[config.mk]
export PLATFORM = sky130hd
export DESIGN_NAME = iter_branch_cmp_flat
export DESIGN_NICKNAME = d
export VERILOG_FILES = /design/src/rtl/iter_branch_cmp_if.sv /design/src/rtl/iter_branch_cmp.sv /design/src/flat_wrapper.sv
export SDC_FILE = /design/constraint.sdc
export NUM_CORES = 1
export LEC_CHECK = 0
export BUFFER_PORTS_ARGS = -buffer_cell sky130_fd_sc_hd__buf_2
export CORE_UTILIZATION = 55
export DETAILED_ROUTE_END_ITERATION = 6
export GPL_TIMING_DRIVEN = 0
export PLACE_DENSITY = 0.8
export SYNTH_ARGS = -nofsm -noshare
export SYNTH_HDL_FRONTEND = slang
export SYNTH_SLANG_ARGS = --single-unit
[constraint.sdc]
create_clock -name clk -period 3.6 [get_ports clk]
set_input_delay 0.18 -clock clk [delete_from_list [all_inputs] [get_ports clk]]
set_output_delay 0.18 -clock clk [all_outputs]
set_load 0.005 [all_outputs]
[src/rtl/iter_branch_cmp_if.sv]
// rtl/iter_branch_cmp_if.sv - request/result bundle for the iterative branch comparator
interface iter_branch_cmp_if #(
    parameter int WIDTH = 32
);
    logic             start;
    logic             flush;
    logic [WIDTH-1:0] srcA;
    logic [WIDTH-1:0] srcB;
    logic [3:0]       cmpOp;
    logic             busy;
    logic             done;
    logic             branch;

    modport master (
        output start, flush, srcA, srcB, cmpOp,
        input  busy, done, branch
    );

    modport slave (
        input  start, flush, srcA, srcB, cmpOp,
        output busy, done, branch
    );
endinterface

[src/rtl/iter_branch_cmp.sv]
// rtl/iter_branch_cmp.sv - slice-serial branch comparator, MSB slice first, optional early exit
module iter_branch_cmp #(
    parameter int WIDTH = 32,
    parameter int SLICE = 8,
    parameter int EARLY = 1
) (
    input  logic           clk,
    input  logic           reset,
    iter_branch_cmp_if.slave bus
);
    localparam int NSLICE = WIDTH / SLICE;
    localparam int CW     = (NSLICE > 1) ? $clog2(NSLICE) : 1;

    typedef enum logic {IDLE, RUN} state_t;

    state_t           state_q, state_d;
    logic [CW-1:0]    cnt_q, cnt_d;
    logic             eq_q, eq_d;
    logic             lt_q, lt_d;
    logic [WIDTH-1:0] a_q, a_d;
    logic [WIDTH-1:0] b_q, b_d;
    logic [3:0]       op_q, op_d;
    logic             sgn_q, sgn_d;
    logic             branch_q, branch_d;
    logic             done_q, done_d;

    logic [WIDTH-1:0] a_eff, b_eff;
    logic [SLICE-1:0] slice_a, slice_b;
    logic             diff, eq_n, lt_n, valid_op, finish, accept;

    function automatic logic branch_fn(input logic [3:0] op, input logic eq, input logic lt);
        case (op)
            4'd1:    branch_fn = eq;
            4'd2:    branch_fn = !eq;
            4'd3:    branch_fn = lt | eq;
            4'd4:    branch_fn = !lt & !eq;
            4'd5:    branch_fn = lt;
            4'd6:    branch_fn = !lt;
            4'd7:    branch_fn = lt;
            4'd8:    branch_fn = lt;
            4'd9:    branch_fn = !lt;
            4'd10:   branch_fn = !lt;
            default: branch_fn = 1'b0;
        endcase
    endfunction

    always_ff @(posedge clk or posedge reset) begin
        if (reset) begin
            state_q  <= IDLE;
            cnt_q    <= '0;
            eq_q     <= 1'b0;
            lt_q     <= 1'b0;
            a_q      <= '0;
            b_q      <= '0;
            op_q     <= '0;
            sgn_q    <= 1'b0;
            branch_q <= 1'b0;
            done_q   <= 1'b0;
        end else begin
            state_q  <= state_d;
            cnt_q    <= cnt_d;
            eq_q     <= eq_d;
            lt_q     <= lt_d;
            a_q      <= a_d;
            b_q      <= b_d;
            op_q     <= op_d;
            sgn_q    <= sgn_d;
            branch_q <= branch_d;
            done_q   <= done_d;
        end
    end

    // Flipping the sign bit turns a signed compare into an unsigned one; it only lands in the top slice.
    always_comb begin
        a_eff            = a_q;
        b_eff            = b_q;
        a_eff[WIDTH-1]   = a_q[WIDTH-1] ^ sgn_q;
        b_eff[WIDTH-1]   = b_q[WIDTH-1] ^ sgn_q;
        slice_a          = a_eff[int'(cnt_q)*SLICE +: SLICE];
        slice_b          = b_eff[int'(cnt_q)*SLICE +: SLICE];
        diff             = (slice_a != slice_b);
        eq_n             = eq_q;
        lt_n             = lt_q;
        if (eq_q && diff) begin
            eq_n = 1'b0;
            lt_n = (slice_a < slice_b);
        end
        // Reserved opcodes always run the full latency.
        valid_op = (op_q <= 4'd10);
        finish   = (cnt_q == '0) || ((EARLY != 0) && valid_op && eq_q && diff);
        accept   = bus.start && !bus.flush;
    end

    always_comb begin
        state_d = state_q;
        case (state_q)
            IDLE:    if (accept) state_d = RUN;
            RUN:     if (bus.flush || finish) state_d = IDLE;
            default: state_d = IDLE;
        endcase
    end

    always_comb begin
        cnt_d    = cnt_q;
        eq_d     = eq_q;
        lt_d     = lt_q;
        a_d      = a_q;
        b_d      = b_q;
        op_d     = op_q;
        sgn_d    = sgn_q;
        branch_d = branch_q;
        done_d   = 1'b0;
        if (state_q == IDLE) begin
            if (accept) begin
                a_d   = bus.srcA;
                b_d   = (bus.cmpOp >= 4'd3 && bus.cmpOp <= 4'd6) ? '0 : bus.srcB;
                op_d  = bus.cmpOp;
                sgn_d = (bus.cmpOp >= 4'd3 && bus.cmpOp <= 4'd7) || (bus.cmpOp == 4'd9);
                cnt_d = CW'(NSLICE - 1);
                eq_d  = 1'b1;
                lt_d  = 1'b0;
            end
        end else if (!bus.flush) begin
            eq_d = eq_n;
            lt_d = lt_n;
            if (finish) begin
                branch_d = branch_fn(op_q, eq_n, lt_n);
                done_d   = 1'b1;
            end else begin
                cnt_d = cnt_q - CW'(1);
            end
        end
    end

    always_comb begin
        bus.busy   = (state_q == RUN);
        bus.done   = done_q;
        bus.branch = branch_q;
    end
endmodule

[src/flat_wrapper.sv]
// flat-port wrapper written by rule: the top's interface ports become plain ports
module iter_branch_cmp_flat 
#(
    parameter int WIDTH = 32,
    parameter int SLICE = 8,
    parameter int EARLY = 1
)
  (clk, reset, bus_start, bus_flush, bus_srcA, bus_srcB, bus_cmpOp, bus_busy, bus_done, bus_branch);
  iter_branch_cmp_if #(.WIDTH(WIDTH)) bus_i ();
  input  logic clk;
  input  logic reset;
  input wire logic [$bits(bus_i.start)-1:0] bus_start;
  input wire logic [$bits(bus_i.flush)-1:0] bus_flush;
  input wire logic [$bits(bus_i.srcA)-1:0] bus_srcA;
  input wire logic [$bits(bus_i.srcB)-1:0] bus_srcB;
  input wire logic [$bits(bus_i.cmpOp)-1:0] bus_cmpOp;
  output wire logic [$bits(bus_i.busy)-1:0] bus_busy;
  output wire logic [$bits(bus_i.done)-1:0] bus_done;
  output wire logic [$bits(bus_i.branch)-1:0] bus_branch;
  assign bus_i.start = bus_start;
  assign bus_i.flush = bus_flush;
  assign bus_i.srcA = bus_srcA;
  assign bus_i.srcB = bus_srcB;
  assign bus_i.cmpOp = bus_cmpOp;
  assign bus_busy = bus_i.busy;
  assign bus_done = bus_i.done;
  assign bus_branch = bus_i.branch;
  iter_branch_cmp #(.WIDTH(WIDTH), .SLICE(SLICE), .EARLY(EARLY)) u_core (.clk(clk), .reset(reset), .bus(bus_i));
endmodule
==> key figures, run 1 <==
Status
  – Outcome: complete, no violations

Global route
  – Grt peak-use layer: met2
  – GRT met2 Usage: 0.415
  – Initial antenna violation count: 0
  – GR Util met1: 0.360
  – Tot GR Track Use: 0.260
  – Grt ovf: 0
  – Met3 Track Usage GR: 0.0427
  – Largest net degree at the start of global routing: between 70 and 80
  – Vias in the first global route: 2884
  – First-pass GRT wire length: 13900 um

Finish
  – Syn-to-layout area delta: 18.2%
  – Antenna cell count: 0
  – Fillers: 498
  – Sequential cell area: 1900 um2
  – Layout Utilization: 0.677
  – Final instance area: 4300 um2
  – Fin cells: ~510
  – Layout cells sized above 1: 0.288
  – Final nets: 513
  – Area taken by multi-input logic gates: approximately 1600 um2

STA
  – Max-slew violations: 0
  – Final setup vio count: 0
  – Min Hold Slack: 0.00791 ns
  – Final WS setup: just under 0.4 ns
  – Final period utilization: 0.893
  – Clock skew: about 0.011 ns
  – Hold Vio Cnt, Final: 0
  – Fin crit period: 3.21 ns
  – Fmax: just over 300 MHz
  – Worst Tran Pin Value: 0.919 ns
  – Rel. slew slack: 0.388
  – RSZ-0062 raised after global routing: false
  – TNS Setup: 0 ns

Synth
  – Syn_nets: 428
  – Ys async rst share: 1.00
  – Synth Cell Area: ~3600 um2
  – Netlist cell types: 33
  – Syn_area_per_cell: between 10 and 15 um2
  – Synth Warn #: 0
  – Post-synthesis sequential area ratio: 0.523
  – Yosys reg bits: between 70 and 80
  – Post-synth EDFFs: 0
  – Prevailing post-synth register cell: dfrtp_1
  – Cells after synthesis: ~350

Clock tree
  – Worst-path clk slew: around 0.09 ns
  – Root buffer cell: clkbuf_8
  – Cts hold-fix bufs: 0
  – Post-CTS setup buffers: 0
  – CTS Sinks: 76
  – Htree depth: 3
  – Clock buffer depth: 2
  – Post-cts gate resize count: 0
  – Num CTS Buffers: 9
  – CTS tree: yes
  – Worst-Skew Late Latency: roughly 0.35 ns

Place
  – Dpl cells: 498
  – PortBufs: 74
  – HPWL after detailed placement: ~6100 um
  – Global placement routability congestion: just over 0.8
  – Post-place instance area: between 4000 and 5000 um2
  – Worst slack, placed: around 0.40 ns

Critical path
  – Reg2reg setup slack: roughly 0.39 ns
  – Startpoint types: flop
  – Kind of critical path: reg -> reg
  – Critical-path top delay cell: clkbuf_1
  – Worst Reg-to-Reg Cells: 10
  – Reg-to-reg endpoint: u_core.bus.branch
  – CP max FO: 10
  – Worst r2r src: u_core.cnt_q[1]
  – Crit end category: flop
  – CP Cell Sequence: buf_2, clkbuf_1, mux4_2, ha_1, nand4_1, nor2_1, nor4_2, a211oi_2, mux2_4, a31oi_1
  – CP required: between 3 and 4 ns
  – Worst path max stage delay: slightly above 0.5 ns
  – Crit path DAT: about 3.5 ns

Min path
  – Hold_sp: bus_srcA[15]
  – Hold path depth: 3
  – Endpoint with the worst hold slack: u_core.a_q[15]
  – HP Class: in -> reg

Die
  – Die X: about 83 um
  – I/O pin cnt: 75
  – Die Ht: between 80 and 90 um
  – Starting Density: 0.573
  – # rows: 29
  – Placeable Area: about 6300 um2
  – Die area: around 7000 um2

Power and ir drop
  – Pwr Density: 647 nW/um2
  – VDD IR max: ~0.42 mV
  – Final Power: between 2 and 3 mW
  – Leakage: 2.22 nW

Route
  – Routed via count: about 2900
  – DRT Pass-1 Iters: 4
  – 1st-iter DRT viols: around 260
  – Average vias per placed instance: 5.59
  – Detail Route Antenna Nets: 0
  – DR WL/cell: about 17 um
  – Drt total wl: 8530 um
  – DRC: 0

Flow run
  – Total of max-cap violations: 0
-- cells in the final DEF (no fill, tap or decap), types with 2 or more instances in the layout --
cell      instances
a21oi_1           9
xor2_1            4
nor2_1           13
clkbuf_1         10
nand3b_1          2
nand3_1           3
dfrtp_1          76
clkinv_4          2
ha_1              9
clkbuf_8          9
a22o_1           32
nand4_1           2
clkinv_2          2
o21ai_0           9
mux2i_1           3
nand2_1         115
mux4_2           16
inv_1            13
buf_2            88
-- where the power goes --
| group | internal [mW] | switching (mW) | total [mW] |
|---|---|---|---|
| Clock | 0.321 | 0.326 | 0.646 |
| Sequential | 1.02 | 0.101 | 1.12 |
| Combinational | 0.497 | 0.513 | 1.01 |
-- synth_stat cells (2+ instances only) --
| cell type | number | area share |
|---|---|---|
| nand2_1 | 115 | 0.12 |
| a22o_1 | 32 | 0.077 |
| buf_2 | 14 | 0.019 |
| xor2_1 | 4 | 0.0096 |
| a21oi_1 | 9 | 0.012 |
| nand4_1 | 2 | 0.0034 |
| ha_1 | 9 | 0.031 |
| dfrtp_1 | 76 | 0.52 |
| mux4_2 | 16 | 0.099 |
| clkbuf_1 | 9 | 0.0093 |
| nor2_1 | 13 | 0.013 |
| inv_1 | 14 | 0.014 |
| nand3_1 | 3 | 0.0041 |
| mux2i_1 | 3 | 0.0083 |
| o21ai_0 | 9 | 0.012 |
| nand3b_1 | 2 | 0.0041 |
-- worst max path at each step --
stage | slack [ns] | end | startpoint | cells after the start
after floorplan | 0.91 | u_core.bus.branch | u_core.cnt_q[0] | 9
after global placement | 0.46 | u_core.bus.branch | u_core.cnt_q[1] | 10
after detailed placement | 0.40 | u_core.bus.branch | u_core.cnt_q[1] | 10
after CTS | 0.38 | u_core.bus.branch | u_core.cnt_q[1] | 10
after global routing | 0.24 | u_core.bus.branch | u_core.cnt_q[1] | 10
final | 0.39 | u_core.bus.branch | u_core.cnt_q[1] | 10
-- layout make-up --
cell class,instances,area share
Tap cell,77,0.0224
Inverter,14,0.0128
Timing Repair Buffer,74,0.0862
Buffer,23,0.0242
Sequential cell,76,0.443
Multi-Input combinational cell,234,0.367
Clock buffer,10,0.0297
Clock inverter,6,0.0151
-- layer usage --
layer / vias to the layer above / share of wire
met2: 91 / 0.50
li1: 1360 / -
met3: 14 / 0.048
met5: - / 0
met4: 0 / 0.019
met1: 1406 / 0.43
-- kinds of logic (layout without fill, tap and decap cells) --
kind of cell | Yosys count | count (layout) | share of synthesized area
and+or+nand+nor | 144 | 144 | 0.162
xor gates and xnor gates | 4 | 4 | 0.00963
adders and majority gates | 9 | 9 | 0.0310
AOI/OAI and AO/OA | 57 | 57 | 0.120
DFF | 76 | 76 | 0.523
buffers and inverters | 37 | 127 | 0.0430
muxes | 20 | 20 | 0.111
-- worst max-delay path: cells and delay by family, from the launching register on --
family | cells | cell delay [ns]
muxes | 2 | 0.76
DFF | 1 | 0.32
AOI/OAI and AO/OA | 2 | 0.44
buffers and inverters | 2 | 0.78
and+or+nand+nor | 3 | 0.49
adders and majority gates | 1 | 0.32
-- flip-flops by register name (all words and copies together) (netlist names) --
register	cells
u_core.bus.branch	1
u_core.cnt_q	2
u_core.bus.done	1
u_core.a_q	32
u_core.eq_q	1
u_core.b_q	32
u_core.bus.busy	1
u_core.op_q	4
u_core.lt_q	1
u_core.sgn_q	1
Power figures use the tool's default switching activity.
==> run 2, diff against run 1 <==
--- a/config.mk
+++ b/config.mk
@@ -10,6 +10,7 @@
 export DETAILED_ROUTE_END_ITERATION = 6
 export GPL_TIMING_DRIVEN = 0
 export PLACE_DENSITY = 0.8
+export REMOVE_ABC_BUFFERS = 1
 export SYNTH_ARGS = -nofsm -noshare
 export SYNTH_HDL_FRONTEND = slang
 export SYNTH_SLANG_ARGS = --single-unit
==> run 2 against run 1 <==
  * Final area is 1.5% higher
  * Global-route usage is 1.7 points lower
  * Sequential power is 9% higher
  * Maximum frequency is 1.3% higher
  * Core utilization is 1.0 points higher
  * Sequential share of layout area is 0.62 points lower
  * Clock power is 16% higher
  * Critical path type unchanged
  * Via count is 2.7% lower
  * Power is 2.4% higher
  * Highest routed layer unchanged
  * Die area stayed put
  * Register-to-register slack better by 0.04 ns
  * Non-clock buffer count is 16 lower
==> key figures, run 2 (synthesized netlist as in run 1, its figures left out) <==
Route
  – DRC: 0
  – 1st-iter DRT viols: 171
  – Routed via count: roughly 2800
  – Detail Route Antenna Nets: 0
  – DRT Pass-1 Iters: 4
  – Average vias per placed instance: around 5.6
  – DR WL/cell: approximately 15 um
  – Drt total wl: between 7000 and 8000 um

Finish
  – Fin cells: about 500
  – Commonest non-fill, non-tap cell in the layout: nand2_1
  – Final instance area: about 4400 um2
  – Final nets: just under 500
  – Fillers: 501
  – Syn-to-layout area delta: 20.0%
  – Most frequent cells in the layout: nand2_1, dfrtp_1, buf_2
  – Largest regs: u_core.a_q x32, u_core.b_q x32, u_core.op_q x4
  – Layout cells sized above 1: 0.290
  – Antenna cell count: 0

Critical path
  – Reg2reg setup slack: 0.43 ns
  – Kind of critical path: reg -> reg
  – Worst path max stage delay: 0.96 ns
  – Critical-path top delay cell: dfrtp_1
  – Startpoint types: flop
  – Crit end category: flop
  – CP Launch Point: u_core.cnt_q[1]
  – Reg-to-reg endpoint: u_core.bus.branch
  – Worst Reg-to-Reg Cells: 8
  – CP required: roughly 3.9 ns
  – CP Cell Sequence: mux4_2, ha_1, nand4_1, nor2_1, nor4_2, a211oi_2, mux2_4, a31oi_1
  – Worst r2r src: u_core.cnt_q[1]
  – Crit path DAT: between 3 and 4 ns
  – CP max FO: 19

Global route
  – Grt peak-use layer: met2
  – Met3 Track Usage GR: 0.0417
  – GRT met2 Usage: 0.402
  – GR Util met1: 0.320
  – Grt ovf: 0
  – Vias in the first global route: between 2000 and 3000
  – Tot GR Track Use: 0.243
  – Initial antenna violation count: 0
  – First-pass GRT wire length: 13100 um
  – Largest net degree at the start of global routing: 76

STA
  – Final period utilization: 0.881
  – Fmax: approximately 320 MHz
  – Hold Vio Cnt, Final: 0
  – Worst Tran Pin Value: ~0.95 ns
  – Rel. slew slack: 0.365
  – RSZ-0062 raised after global routing: false
  – Clock skew: 0.00662 ns
  – Final setup vio count: 0
  – TNS Setup: 0 ns
  – Final WS setup: around 0.43 ns
  – Max-slew violations: 0
  – Fin crit period: ~3.2 ns

Power and ir drop
  – Final Power: 2.85 mW
  – Pwr Density: 653 nW/um2
  – Leakage: approximately 2.2 nW
  – VDD IR max: about 0.43 mV

Place
  – Worst slack, placed: around 0.18 ns
  – Post-place instance area: 4120 um2
  – Dpl cells: slightly below 500
  – HPWL after detailed placement: around 5400 um
  – PortBufs: 74
  – Global placement routability congestion: approximately 0.81

Min path
  – Hold path depth: 3
  – Endpoint with the worst hold slack: u_core.a_q[25]
  – HP Class: in -> reg
  – Hold_sp: bus_srcA[25]

Status
  – Outcome: complete, no violations

Clock tree
  – Worst-path clk slew: ~0.080 ns
  – Htree depth: 3
  – Worst-Skew Late Latency: 0.35 ns
  – Clock buffer depth: 2
  – CTS Sinks: 76
  – CTS tree: yes
  – Root buffer cell: clkbuf_8
  – Post-CTS setup buffers: 0
  – Num CTS Buffers: 9

Die
  – Placeable Area: 6350 um2
  – Die area: 6940 um2
  – Starting Density: 0.573
  – I/O pin cnt: 75
  – Die X: about 83 um
  – # rows: 29
  – Die Ht: roughly 83 um

Flow run
  – Total of max-cap violations: 0
-- run 2: cell types whose count changed in the layout (fill, tap and decap cells not counted), moves of 2 or more --
cell	previous run	this run
buf_16	0	2
buf_2	88	74
buf_6	0	2
buf_8	0	2
clkbuf_1	10	0
clkbuf_8	9	11
-- run 2: routing by layer --
| metal | vias to the layer above | share of wire |
|---|---|---|
| li1 | 1330 | - |
| met1 | 1353 | 0.42 |
| met2 | 97 | 0.50 |
| met3 | 13 | 0.056 |
| met4 | 0 | 0.018 |
| met5 | - | 0 |
-- run 2: critical path, delay by kind of cell, from the launching register on --
family / cells / cell delay (ns)
fa+ha+maj: 1 / 0.30
flops: 1 / 0.96
mux: 2 / 0.93
simple gates: 3 / 0.45
compound gates: 2 / 0.44
-- run 2: worst max path at each step --
stage / end / slack, ns
detailed placement: u_core.bus.branch / 0.18
floorplan: u_core.b_q[0] / 0.10
finish: u_core.bus.branch / 0.43
CTS: u_core.bus.branch / 0.16
global route: u_core.bus.branch / 0.21
global placement: u_core.b_q[7] / -1.38
-- run 2: layout make-up --
cell class	instances	area [um2]	area share
Tap cell	77	96.3	0.0221
Multi-Input combinational cell	234	1590	0.363
Clock inverter	5	82.6	0.0189
Timing Repair Buffer	81	488	0.112
Inverter	14	55.1	0.0126
Clock buffer	11	151	0.0347
Sequential cell	76	1900	0.436
-- run 2: stage by stage --
step / hold slack [ns] / utilization
after floorplan: 0.246 / -
after global placement: 0.368 / 0.630
after detailed placement: 0.0500 / 0.648
after CTS: 0.00132 / 0.687
after global routing: 0.0242 / 0.687
final: 0.0144 / 0.687
-- run 2: what timing repair did --
action / CTS / global route
hold endpoints to repair: 76 / 0
endpoints found under the setup margin: 0 / 1
resized for setup: 0 / 1
hold buffers: 1 / 0
-- run 2: where the power goes --
part | total, mW | internal (mW) | switching, mW | leakage [nW]
sequential | 1.22 | 1.02 | 0.194 | 0.946
clock | 0.751 | 0.431 | 0.320 | 0.120
combinational | 0.880 | 0.490 | 0.390 | 1.17
==> run 3, diff against run 2 <==
--- a/config.mk
+++ b/config.mk
@@ -11,6 +11,7 @@
 export GPL_TIMING_DRIVEN = 0
 export PLACE_DENSITY = 0.8
 export REMOVE_ABC_BUFFERS = 1
+export SETUP_SLACK_MARGIN = 0.5
 export SYNTH_ARGS = -nofsm -noshare
 export SYNTH_HDL_FRONTEND = slang
 export SYNTH_SLANG_ARGS = --single-unit
==> run 3 against run 2 <==
  * Global-route usage barely moved
  * Power rose by 0.62%
  * First-iteration DRC count fell by 2.3%
  * Sequential cell count did not move
  * Clock skew barely moved
  * Wire length rose by 1.5%
  * Count of clock-buffer cells in the layout did not move
  * Register-to-register slack improved by 0.28 ns
  * Via count rose by 0.54%
  * Core utilization rose by 0.24 points
  * Non-clock buffer count rose by 1
==> key figures, run 3 (synthesized netlist as in run 1, its figures left out) <==
Power and ir drop
  – Leakage: roughly 2.2 nW
  – Clk network pwr share: 0.262
  – VDD IR max: 0.407 mV
  – Pwr Density: ~650 nW/um2
  – Internal Power: a little under 2 mW
  – Sequential cell fraction of total power: 0.420
  – Comb power frac: 0.317
  – Switching Fraction: 0.318
  – Switch Pwr: slightly above 0.9 mW
  – Final Power: around 2.9 mW

STA
  – Fmax: roughly 350 MHz
  – RSZ-0062 raised after global routing: false
  – Fin crit period: roughly 2.9 ns
  – Worst Tran Pin Value: 0.944 ns
  – Rel. slew slack: 0.369
  – Final period utilization: 0.805
  – Clock skew: 0.00650 ns
  – Hold Vio Cnt, Final: 0
  – Final WS setup: ~0.70 ns
  – Min Hold Slack: ~0.014 ns
  – Final setup vio count: 0
  – Max-slew violations: 0

Route
  – Average vias per placed instance: about 5.6
  – Drt total wl: just under 8000 um
  – 1st-iter DRT viols: 167
  – Detail Route Antenna Nets: 0
  – DRT Pass-1 Iters: 4
  – DR WL/cell: 15.6 um
  – DRC: 0
  – Routed via count: around 2800

Die
  – Starting Density: 0.573
  – # rows: 29
  – Die area: 6940 um2
  – Placeable Area: 6350 um2
  – I/O pin cnt: 75
  – Die Ht: roughly 83 um
  – Die X: roughly 83 um

Global route
  – GRT met2 Usage: 0.402
  – Tot GR Track Use: 0.243
  – GR Util met1: 0.321
  – Met3 Track Usage GR: 0.0417
  – First-pass GRT wire length: between 10000 and 15000 um
  – Initial antenna violation count: 0
  – Vias in the first global route: roughly 2900
  – Largest net degree at the start of global routing: between 70 and 80
  – Grt peak-use layer: met2
  – Grt ovf: 0

Clock tree
  – Clock buffer depth: 2
  – Root buffer cell: clkbuf_8
  – Worst-path clk slew: around 0.08 ns
  – Num CTS Buffers: 9
  – Worst-Skew Late Latency: around 0.35 ns
  – CTS tree: yes
  – CTS Sinks: 76
  – Htree depth: 3

Critical path
  – Worst path max stage delay: roughly 0.70 ns
  – Worst Reg-to-Reg Cells: 8
  – CP delay by family, top: multiplexers
  – Levels on crit path: 8
  – Crit end category: flop
  – Critical-path top delay cell: dfrtp_2
  – CP Launch Point: u_core.cnt_q[1]
  – Worst Setup EP: u_core.bus.branch
  – Crit path DAT: 3.17 ns
  – CP required: 3.87 ns
  – Startpoint types: flop
  – CP Cell Sequence: mux4_2, ha_1, nand4_1, nor2_1, nor4_2, a211oi_2, mux2_4, a31oi_1
  – CP Buf/Inv Count: 0
  – Reg2reg setup slack: 0.70 ns
  – CP max FO: 19
  – Kind of critical path: reg -> reg
  – Worst r2r src: u_core.cnt_q[1]
  – Reg-to-reg endpoint: u_core.bus.branch

Finish
  – Fin cells: about 500
  – Layout cells sized above 1: 0.294
  – Syn-to-layout area delta: 20.4%
  – Commonest non-fill, non-tap cell in the layout: nand2_1
  – Fillers: about 500
  – Final nets: about 500
  – Layout Utilization: 0.689
  – Antenna cell count: 0
  – Largest regs: u_core.a_q x32, u_core.b_q x32, u_core.op_q x4
  – Most frequent cells in the layout: nand2_1, buf_2, dfrtp_1

Place
  – HPWL after detailed placement: 5430 um
  – PortBufs: 74
  – Worst slack, placed: approximately 0.18 ns
  – Dpl cells: between 400 and 500
  – Global placement routability congestion: roughly 0.8

Status
  – Outcome: complete, no violations

Min path
  – Hold path depth: 3
  – HP Class: in -> reg

Flow run
  – Total of max-cap violations: 0
run 3: cell count changes in the layout (fill, tap and decap cells not counted), sizes merged:
cell / change
buf: +1
run 3: layout make-up:
type	count	area, um2	share of cell area
Sequential cell	76	1910	0.436
Multi-Input combinational cell	234	1590	0.362
Timing Repair Buffer	82	499	0.114
Clock buffer	11	151	0.0346
Tap cell	77	96.3	0.0220
Clock inverter	5	82.6	0.0189
Inverter	14	55.1	0.0126
run 3: timing repair:
item,4_1_cts,5_1_grt
resized for setup,2,1
hold buffers,1,0
endpoints found under the setup margin,5,3
hold endpoints to repair,76,0
setup buffers,0,1
pin swaps,0,0
run 3: stage by stage:
stage / instance area (um2) / TNS, ns
after global routing: 4380 / 0
after floorplan: 3530 / 0
after CTS: 4360 / 0
final: 4380 / 0
after detailed placement: 4120 / 0
after global placement: 4000 / -59.48
run 3: tightest hold or removal path: cells and delay by family:
family | cells | cell delay, ns
AND/OR/NAND/NOR | 2 | 0.08
buffers and inverters | 1 | 0.07
run 3: power groups by stage:
| stage | clock [mW] | combinational (mW) | sequential [mW] |
|---|---|---|---|
| finish | 0.752 | 0.909 | 1.20 |
| global route | 0.790 | 1.02 | 1.23 |
| CTS | 0.761 | 0.889 | 1.22 |
| detailed placement | 0 | 0.886 | 1.23 |
| global placement | 0 | 0.835 | 1.22 |
| floorplan | 0 | 0.685 | 1.17 |
run 3: worst min path at each step:
stage,start,end
2_1_floorplan,bus_flush,u_core.bus.busy
3_3_place_gp,bus_srcA[16],u_core.a_q[16]
3_5_place_dp,reset,u_core.b_q[10]
4_1_cts,bus_srcA[25],u_core.a_q[25]
5_1_grt,bus_srcA[26],u_core.a_q[26]
6_report,bus_srcA[25],u_core.a_q[25]
run 3: metal layers:
layer,up-vias,wire length [um]
met3,13,409
met5,-,0
met2,96,3900
met1,1366,3330
li1,1333,-
met4,0,138
